--- config.mk ---
export PLATFORM = sky130hd
export DESIGN_NAME = hazard_forward_unit
export DESIGN_NICKNAME = d
export VERILOG_FILES = /design/src/rtl/hazard_forward_unit.sv
export SDC_FILE = /design/constraint.sdc
export NUM_CORES = 1
export LEC_CHECK = 0
export CORE_MARGIN = 5
export CORE_UTILIZATION = 43
export DETAILED_ROUTE_END_ITERATION = 10
export PLACE_DENSITY_LB_ADDON = 0.05
export REMOVE_ABC_BUFFERS = 1
export SKIP_LAST_GASP = 1
export SLEW_MARGIN = 0
export SYNTH_ARGS = -nofsm -noshare
export SYNTH_HDL_FRONTEND = slang
export SYNTH_SLANG_ARGS = --single-unit
--- constraint.sdc ---
create_clock -name clk -period 1.9 [get_ports clk]
set_input_delay 0.285 -clock clk [delete_from_list [all_inputs] [get_ports clk]]
set_output_delay 0.285 -clock clk [all_outputs]
set_load 0.02 [all_outputs]
--- src/rtl/hazard_forward_unit.sv ---
`default_nettype none
// ============================================================================
// Module      : hazard_forward_unit
// Description : Scoreboard-based operand forwarding selects plus load-use and
//               memory-wait stall control for a 5-stage in-order pipeline.
// Revision    : 1.0 - initial release
// ============================================================================
module hazard_forward_unit #(
    parameter int A = 4
) (
    input  logic         clk,
    input  logic         rst,
    input  logic         id_valid,
    input  logic [A-1:0] id_rs1,
    input  logic [A-1:0] id_rs2,
    input  logic [A-1:0] id_rd,
    input  logic         id_reg_write,
    input  logic         id_mem_read,
    input  logic         mem_busy,
    input  logic         flush,
    output logic [1:0]   fwd_a_sel,
    output logic [1:0]   fwd_b_sel,
    output logic         stall_if,
    output logic         stall_id,
    output logic         bubble_ex
);

    typedef enum logic [1:0] {
        RUN        = 2'd0,
        LOAD_STALL = 2'd1,
        MEM_WAIT   = 2'd2
    } state_t;

    typedef struct packed {
        logic         valid;
        logic [A-1:0] rd;
        logic         reg_write;
        logic         mem_read;
    } sb_entry_t;

    localparam logic [1:0] C_SEL_RF  = 2'b00;
    localparam logic [1:0] C_SEL_EX  = 2'b01;
    localparam logic [1:0] C_SEL_MEM = 2'b10;

    state_t    state_q, state_d;
    state_t    ret_q, ret_d;
    logic      flush_pend_q, flush_pend_d;
    sb_entry_t ex_q, ex_d;
    sb_entry_t mem_q, mem_d;
    sb_entry_t wb_q, wb_d;
    logic [1:0] fwd_a_q, fwd_a_d;
    logic [1:0] fwd_b_q, fwd_b_d;

    state_t w_eff_state;
    logic   w_flush;
    logic   w_load_use;

    function automatic logic [1:0] fwd_sel(
        input logic [A-1:0] rs,
        input sb_entry_t    ex_e,
        input sb_entry_t    mem_e
    );
        logic [1:0] sel;
        sel = C_SEL_RF;
        if (rs != '0) begin
            if (ex_e.valid && ex_e.reg_write && (ex_e.rd == rs)) begin
                sel = C_SEL_EX;
            end else if (mem_e.valid && mem_e.reg_write && (mem_e.rd == rs)) begin
                sel = C_SEL_MEM;
            end
        end
        return sel;
    endfunction

    // A non-busy cycle in MEM_WAIT behaves exactly as the state that was interrupted.
    assign w_eff_state = (state_q == MEM_WAIT) ? ret_q : state_q;
    assign w_flush     = flush | flush_pend_q;
    assign w_load_use  = id_valid && (w_eff_state != LOAD_STALL) &&
                         ex_q.valid && ex_q.mem_read &&
                         (((id_rs1 != '0) && (ex_q.rd == id_rs1)) ||
                          ((id_rs2 != '0) && (ex_q.rd == id_rs2)));

    always_comb begin
        state_d      = state_q;
        ret_d        = ret_q;
        flush_pend_d = flush_pend_q;
        ex_d         = ex_q;
        mem_d        = mem_q;
        wb_d         = wb_q;
        fwd_a_d      = fwd_a_q;
        fwd_b_d      = fwd_b_q;
        stall_if     = 1'b0;
        stall_id     = 1'b0;
        bubble_ex    = 1'b0;

        if (!rst) begin
            if (mem_busy) begin
                stall_if     = 1'b1;
                stall_id     = 1'b1;
                state_d      = MEM_WAIT;
                flush_pend_d = flush_pend_q | flush;
                if (state_q != MEM_WAIT) begin
                    ret_d = state_q;
                end
            end else begin
                wb_d         = mem_q;
                mem_d        = ex_q;
                flush_pend_d = 1'b0;
                if (w_flush) begin
                    ex_d    = '0;
                    fwd_a_d = C_SEL_RF;
                    fwd_b_d = C_SEL_RF;
                    state_d = RUN;
                end else if (w_load_use) begin
                    stall_if  = 1'b1;
                    stall_id  = 1'b1;
                    bubble_ex = 1'b1;
                    ex_d      = '0;
                    fwd_a_d   = C_SEL_RF;
                    fwd_b_d   = C_SEL_RF;
                    state_d   = LOAD_STALL;
                end else begin
                    ex_d.valid     = id_valid;
                    ex_d.rd        = id_rd;
                    ex_d.reg_write = id_reg_write;
                    ex_d.mem_read  = id_mem_read;
                    fwd_a_d        = id_valid ? fwd_sel(id_rs1, ex_q, mem_q) : C_SEL_RF;
                    fwd_b_d        = id_valid ? fwd_sel(id_rs2, ex_q, mem_q) : C_SEL_RF;
                    state_d        = RUN;
                end
            end
        end
    end

    always_ff @(posedge clk) begin
        if (rst) begin
            state_q      <= RUN;
            ret_q        <= RUN;
            flush_pend_q <= 1'b0;
            ex_q         <= '0;
            mem_q        <= '0;
            wb_q         <= '0;
            fwd_a_q      <= C_SEL_RF;
            fwd_b_q      <= C_SEL_RF;
        end else begin
            state_q      <= state_d;
            ret_q        <= ret_d;
            flush_pend_q <= flush_pend_d;
            ex_q         <= ex_d;
            mem_q        <= mem_d;
            wb_q         <= wb_d;
            fwd_a_q      <= fwd_a_d;
            fwd_b_q      <= fwd_b_d;
        end
    end

    assign fwd_a_sel = fwd_a_q;
    assign fwd_b_sel = fwd_b_q;

endmodule
`default_nettype wire
; Word-level counts from Yosys, hierarchy flattened
; Index checks and enable logic that the tools add are counted.
[word_totals]
ff_bits = 22
output_inout_bits = 7
elab_cells = 64
input_bits = 19
[op_classes]
mux = 24
eq_ne = 7
bitwise = 2
reduce_logical = 18
[op_table]
columns = operator, count
row1 = $mux W2, 14
row2 = $eq A4 B4 Y1, 4
row3 = $mux W7, 2
row4 = $logic_and A1 B1 Y1, 12
row5 = $mux W1, 8
row6 = $reduce_bool A4 Y1, 2
row7 = $reduce_or A3 Y1, 1
row8 = $eq A2 B2 Y1 const B, 1
row9 = $ne A2 B1 Y1 const B, 1
row10 = $ne A2 B2 Y1 const B, 1
row11 = $reduce_and A2 Y1, 1
row12 = $reduce_or A2 Y1, 1
row13 = $logic_or A1 B1 Y1, 1
row14 = $not A1 Y1, 1
row15 = $or A1 B1 Y1, 1

; Logic depth before layout (Yosys ltp)
[depth]
word_depth = 11
ltp_mapped = 7
depth_no_buf = 5

; Worst setup path after synthesis
; Ideal clock, no wire load.
[synth_path]
path_kind = register to output
start = register ex_q[3] in the netlist's numbering
end = output port stall_if
path_slack_ns = -0.320
t_arrival_ns = 1.935
required_time_ns = 1.615
n_path_buf = 2
stages_incl_launch_ff = 8
path_cell_list = dfxtp_1 xor2_1 nor4_2 o41a_2 o21ai_2 buf_6 o41ai_2 buf_4
[synth_via]
elab_chain_cells = 8
elab_cells_between_ends = 10
cone_classes = 2 x eq/ne / 4 x mux / 4 x reduce/logical
[synth_rtl]
columns = item, line
row1 = from (decl), 48  ; sb_entry_t ex_q, ex_d;
row2 = from (signal assigned), 140  ; ex_q <= '0;
row3 = from (signal assigned), 149  ; ex_q <= ex_d;
row4 = "$eq A4 B4 Y1, on equally long branches", "80, 81"
row5 = "$logic_and A1 B1 Y1, on equally long branches", "80, 81"
row6 = $logic_or A1 B1 Y1 *, 80  ; (((id_rs1 != '0) && (ex_q.rd == id_rs1)) ||
row7 = $logic_and A1 B1 Y1 *, 79  ; ex_q.valid && ex_q.mem_read &&
row8 = $mux W1 * (4 in a row), --
row9 = to (decl), 23  ; output logic stall_if,
; Mark *: on every way between the ends. The rest lies on a longest branch, timed or not.

; Final worst setup path
[layout_path]
start = register ex_q[3] in the netlist's numbering
end = output port bubble_ex
[layout_via]
elab_chain_cells = 8
elab_cells_between_ends = 10
cone_classes = 2 x eq/ne / 4 x mux / 4 x reduce/logical
[layout_rtl]
columns = item, line
row1 = "$eq A4 B4 Y1, on equally long branches", "80, 81"
row2 = "$logic_and A1 B1 Y1, on equally long branches", "80, 81"
row3 = $logic_or A1 B1 Y1 *, 80
row4 = $logic_and A1 B1 Y1 *, 79
row5 = $mux W1 *, 114  ; end else if (w_load_use) begin
row6 = $mux W1 *, 109  ; if (w_flush) begin
row7 = $mux W1 *, 97  ; if (mem_busy) begin
row8 = $mux W1 *, 96  ; if (!rst) begin
row9 = to (decl), 25  ; output logic bubble_ex
; Marks and branches as above.

==> qor.csv <==
stage;metric;value;unit
pwr;max-vdd-ir-drop;0.376;mV
setup_path;path_cells;xor2_1 > nor4_2 > o41a_2 > o21ai_4 > buf_4 > buf_6 > nor2_4 > buf_6;
synthesis;synth_cell_types;30;
route;ant_nets;0;
sta;setup_tns;-1.09;ns
grt;grt_antenna_before_repair;0;
run_status;violations;setup timing;
place;globalplace.congestion;0.796;
clock_network;cts_root_buffer;clkbuf_4;
pwr;p_int;0.635;mW
setup_path;r2r_start;ex_q[3]$_SDFFE_PP0N_;
cells_and_area;drive_above_1_share;35.5;%
route;wl_per_cell;14.6;um
sta;setup_violations;9;
synthesis;ys_seq_area_share;41.4;%
floorplanning;core_area;2410;um^2
synthesis;yosys_warnings;0;
synthesis;ys_ff_latch;22;
pwr;power;0.840;mW
floorplanning;dieHeight;59.7;um
route;vias;973;
setup_path;worstRegToRegCells;8;
synthesis;syn_avg_cell_area;10.7;um^2
cells_and_area;antenna_cells;0;
cells_and_area;finalNonFillerCells;185;
grt;grt_max_degree;13;
grt;overflow;0;
pwr;combinationalPowerShare;18.9;%
hold_path;hold_path_depth;1;
pwr;leakagePower;0.727;nW
clock_network;ctsHoldBuffers;0;
clock_network;htree_levels;1;
setup_path;crit_top_cell;buf_6;
hold_path;hold_start;ex_q[0]$_SDFFE_PP0N_;
setup_path;cp-end-kind;output port;
sta;grt_setup_unrepaired;yes;
pwr;switching_share;24.4;%
sta;slew_viol_final;0;
place;post-dp-hpwl;2090;um
floorplanning;row_count;18;
setup_path;criticalPathCategory;reg -> out;
setup_path;cp.arrival;1.94;ns
sta;whs;0.479;ns
clock_network;cts_buffers;3;
setup_path;cp_max_fo;4;
place;dp_slack;-0.812;ns
route;drt_iter0_markers;23;
grt;grt_pass1_wl;4470;um
run_status;status;finished, violations left;
sta;fin_skew;0.00447;ns
floorplanning;dieArea;3570;um^2
synthesis;netlist_area;1060;um^2
setup_path;crit_start;ex_q[3]$_SDFFE_PP0N_;
sta;period_needed;2.22;ns
clock_network;cts_tree;done;
pwr;p_switching;0.205;mW
clock_network;path_clk_slew;0.11;ns
setup_path;critical-path-slowest-cell;dfxtp_4;
sta;worst_slack;-0.323;ns
route;drc;0;
setup_path;crit_required;1.62;ns
cells_and_area;layout_commonest_cell;buf_4;
cells_and_area;nets;176;
floorplanning;start_util;44.1;%
sta;tightest_slew;0.508;ns
route;firstDrtPassIters;4;
route;vias_per_cell;5.26;
sta;relSlewSlack;65.7;%
synthesis;synthCells;99;
grt;globalRouteTotalUtil;16.6;%
place;dp.cells;177;
sta;finalHoldViolCount;0;
pwr;power_frac_seq;57.3;%
grt;grt_pass1_vias;986;
hold_path;hold_class;reg -> reg;
pwr;pwr-share-clk;23.8;%
pwr;powerDensity;515;nW/um^2
floorplanning;die_x;59.7;um
sta;clock.fmax;450;MHz
place;io_buffers;25;
clock_network;cts_sinks;22;
setup_path;cp_slowest_stage_delay;0.38;ns
setup_path;endpoint;bubble_ex;
setup_path;r2r_slack;-0.04;ns
cells_and_area;final_cell_mix;buf_4, dfxtp_1, clkdlybuf4s50_1;
floorplanning;ios;26;
setup_path;crit_path_start_kind;register;
cells_and_area;area_growth;53.5;%
route;drt-total-wl;2700;um
flow_run;maxCapViolCount;0;
clock_network;cts_buffer_depth;2;
setup_path;reg2reg_to;ex_q[6]$_SDFFE_PP0N_;
clock_network;insertion_delay;0.29;ns
sta;fin_crit_sh;117;%
## area by class of cell
type,count,area [um^2]
inverters,2,7.51
multi-input cells,70,606
fillers,200,777
repair buffers,58,514
clock buffers,3,22.5
flip-flops and latches,22,445
well taps,30,37.5
## synthesized netlist by cell type
cell type   n  area share [%]
dfxtp_1    22              41
xor2_1     16              13
nor2_1     12             4.2
mux2i_1     6             5.6
a22o_1      4             3.3
a32o_1      4             3.8
a32o_2      3             3.2
a311oi_1    2             1.6
buf_2       2            0.94
nand2b_1    2             1.2
nand3_1     2            0.94
nor2b_1     2             1.2
nor4_1      2             1.2
nor4_2      2             2.4
o41a_2      2             2.4
o41ai_1     2             1.6
a21oi_1     1            0.47
a22oi_1     1            0.71
buf_1       1            0.35
buf_4       1            0.71
buf_6       1             1.1
inv_1       1            0.35
inv_2       1            0.35
nand4_1     1            0.59
nor3_1      1            0.47
nor3_4      1             1.5
nor4_4      1             2.0
nor4bb_1    1            0.94
o21ai_2     1            0.82
o41ai_2     1             1.5
## routing by layer
layer / vias up / wire length [um] / track usage (%)
met4: 0 / 19 / 4.75
met1: 477 / 1190 / 21.4
met5: - / 0 / 0
met3: 2 / 68 / 3.89
met2: 8 / 1430 / 27.5
li1: 486 / - / -
## worst min-delay path by stage
stage | end
after floorplan | mem_q[1]$_SDFFE_PP0N_
after global placement | ex_q[0]$_SDFFE_PP0N_
after detailed placement | ex_q[0]$_SDFFE_PP0N_
after CTS | ex_q[0]$_SDFFE_PP0N_
after global routing | ex_q[0]$_SDFFE_PP0N_
final | ex_q[0]$_SDFFE_PP0N_
## power groups by stage
stage                     logic (mW)  clock network [mW]  registers (mW)
after CTS                      0.157               0.212           0.482
after floorplan               0.0518                   0           0.491
after global placement         0.155                   0           0.492
final                          0.159               0.200           0.481
after detailed placement       0.159                   0           0.492
after global routing           0.171               0.240           0.483
## logic make-up (layout without fill, tap and decap cells)
group / Yosys count / in the layout / synth area share (%)
mux: 6 / 6 / 5.65
flops: 22 / 22 / 41.4
compound gates: 21 / 21 / 19.4
buf+inv: 7 / 63 / 3.76
simple gates: 27 / 27 / 16.6
xor+xnor: 16 / 16 / 13.2
## critical path, delay by kind of cell, from the launching register on
kind / cells / cell delay [ns]
AOI/OAI and AO/OA: 2 / 0.32
xor gates and xnor gates: 1 / 0.17
buffers and inverters: 3 / 0.37
and+or+nand+nor: 2 / 0.39
DFF: 1 / 0.38
## per-stage QoR
stage | area, um^2 | util [%]
finish | 1630 | 67.8
global route | 1630 | 67.8
CTS | 1570 | 65.1
detailed placement | 1530 | 63.4
global placement | 1530 | 63.4
floorplan | 1030 | -
## flip-flops by register name, indices dropped and copies added (netlist names)
register / cells
ex_q: 7
mem_q: 6
fwd_a_sel: 2
fwd_b_sel: 2
ret_q: 2
state_q: 2
flush_pend_q: 1
## repair_timing
action | 4_1_cts | 5_1_grt
gates cloned | 0 | 1
setup endpoints to repair | 3 | 5
pin swaps | 0 | 2
buffers inserted | 3 | 1
gates resized for setup | 23 | 9
Power figures use the tool's default switching activity.
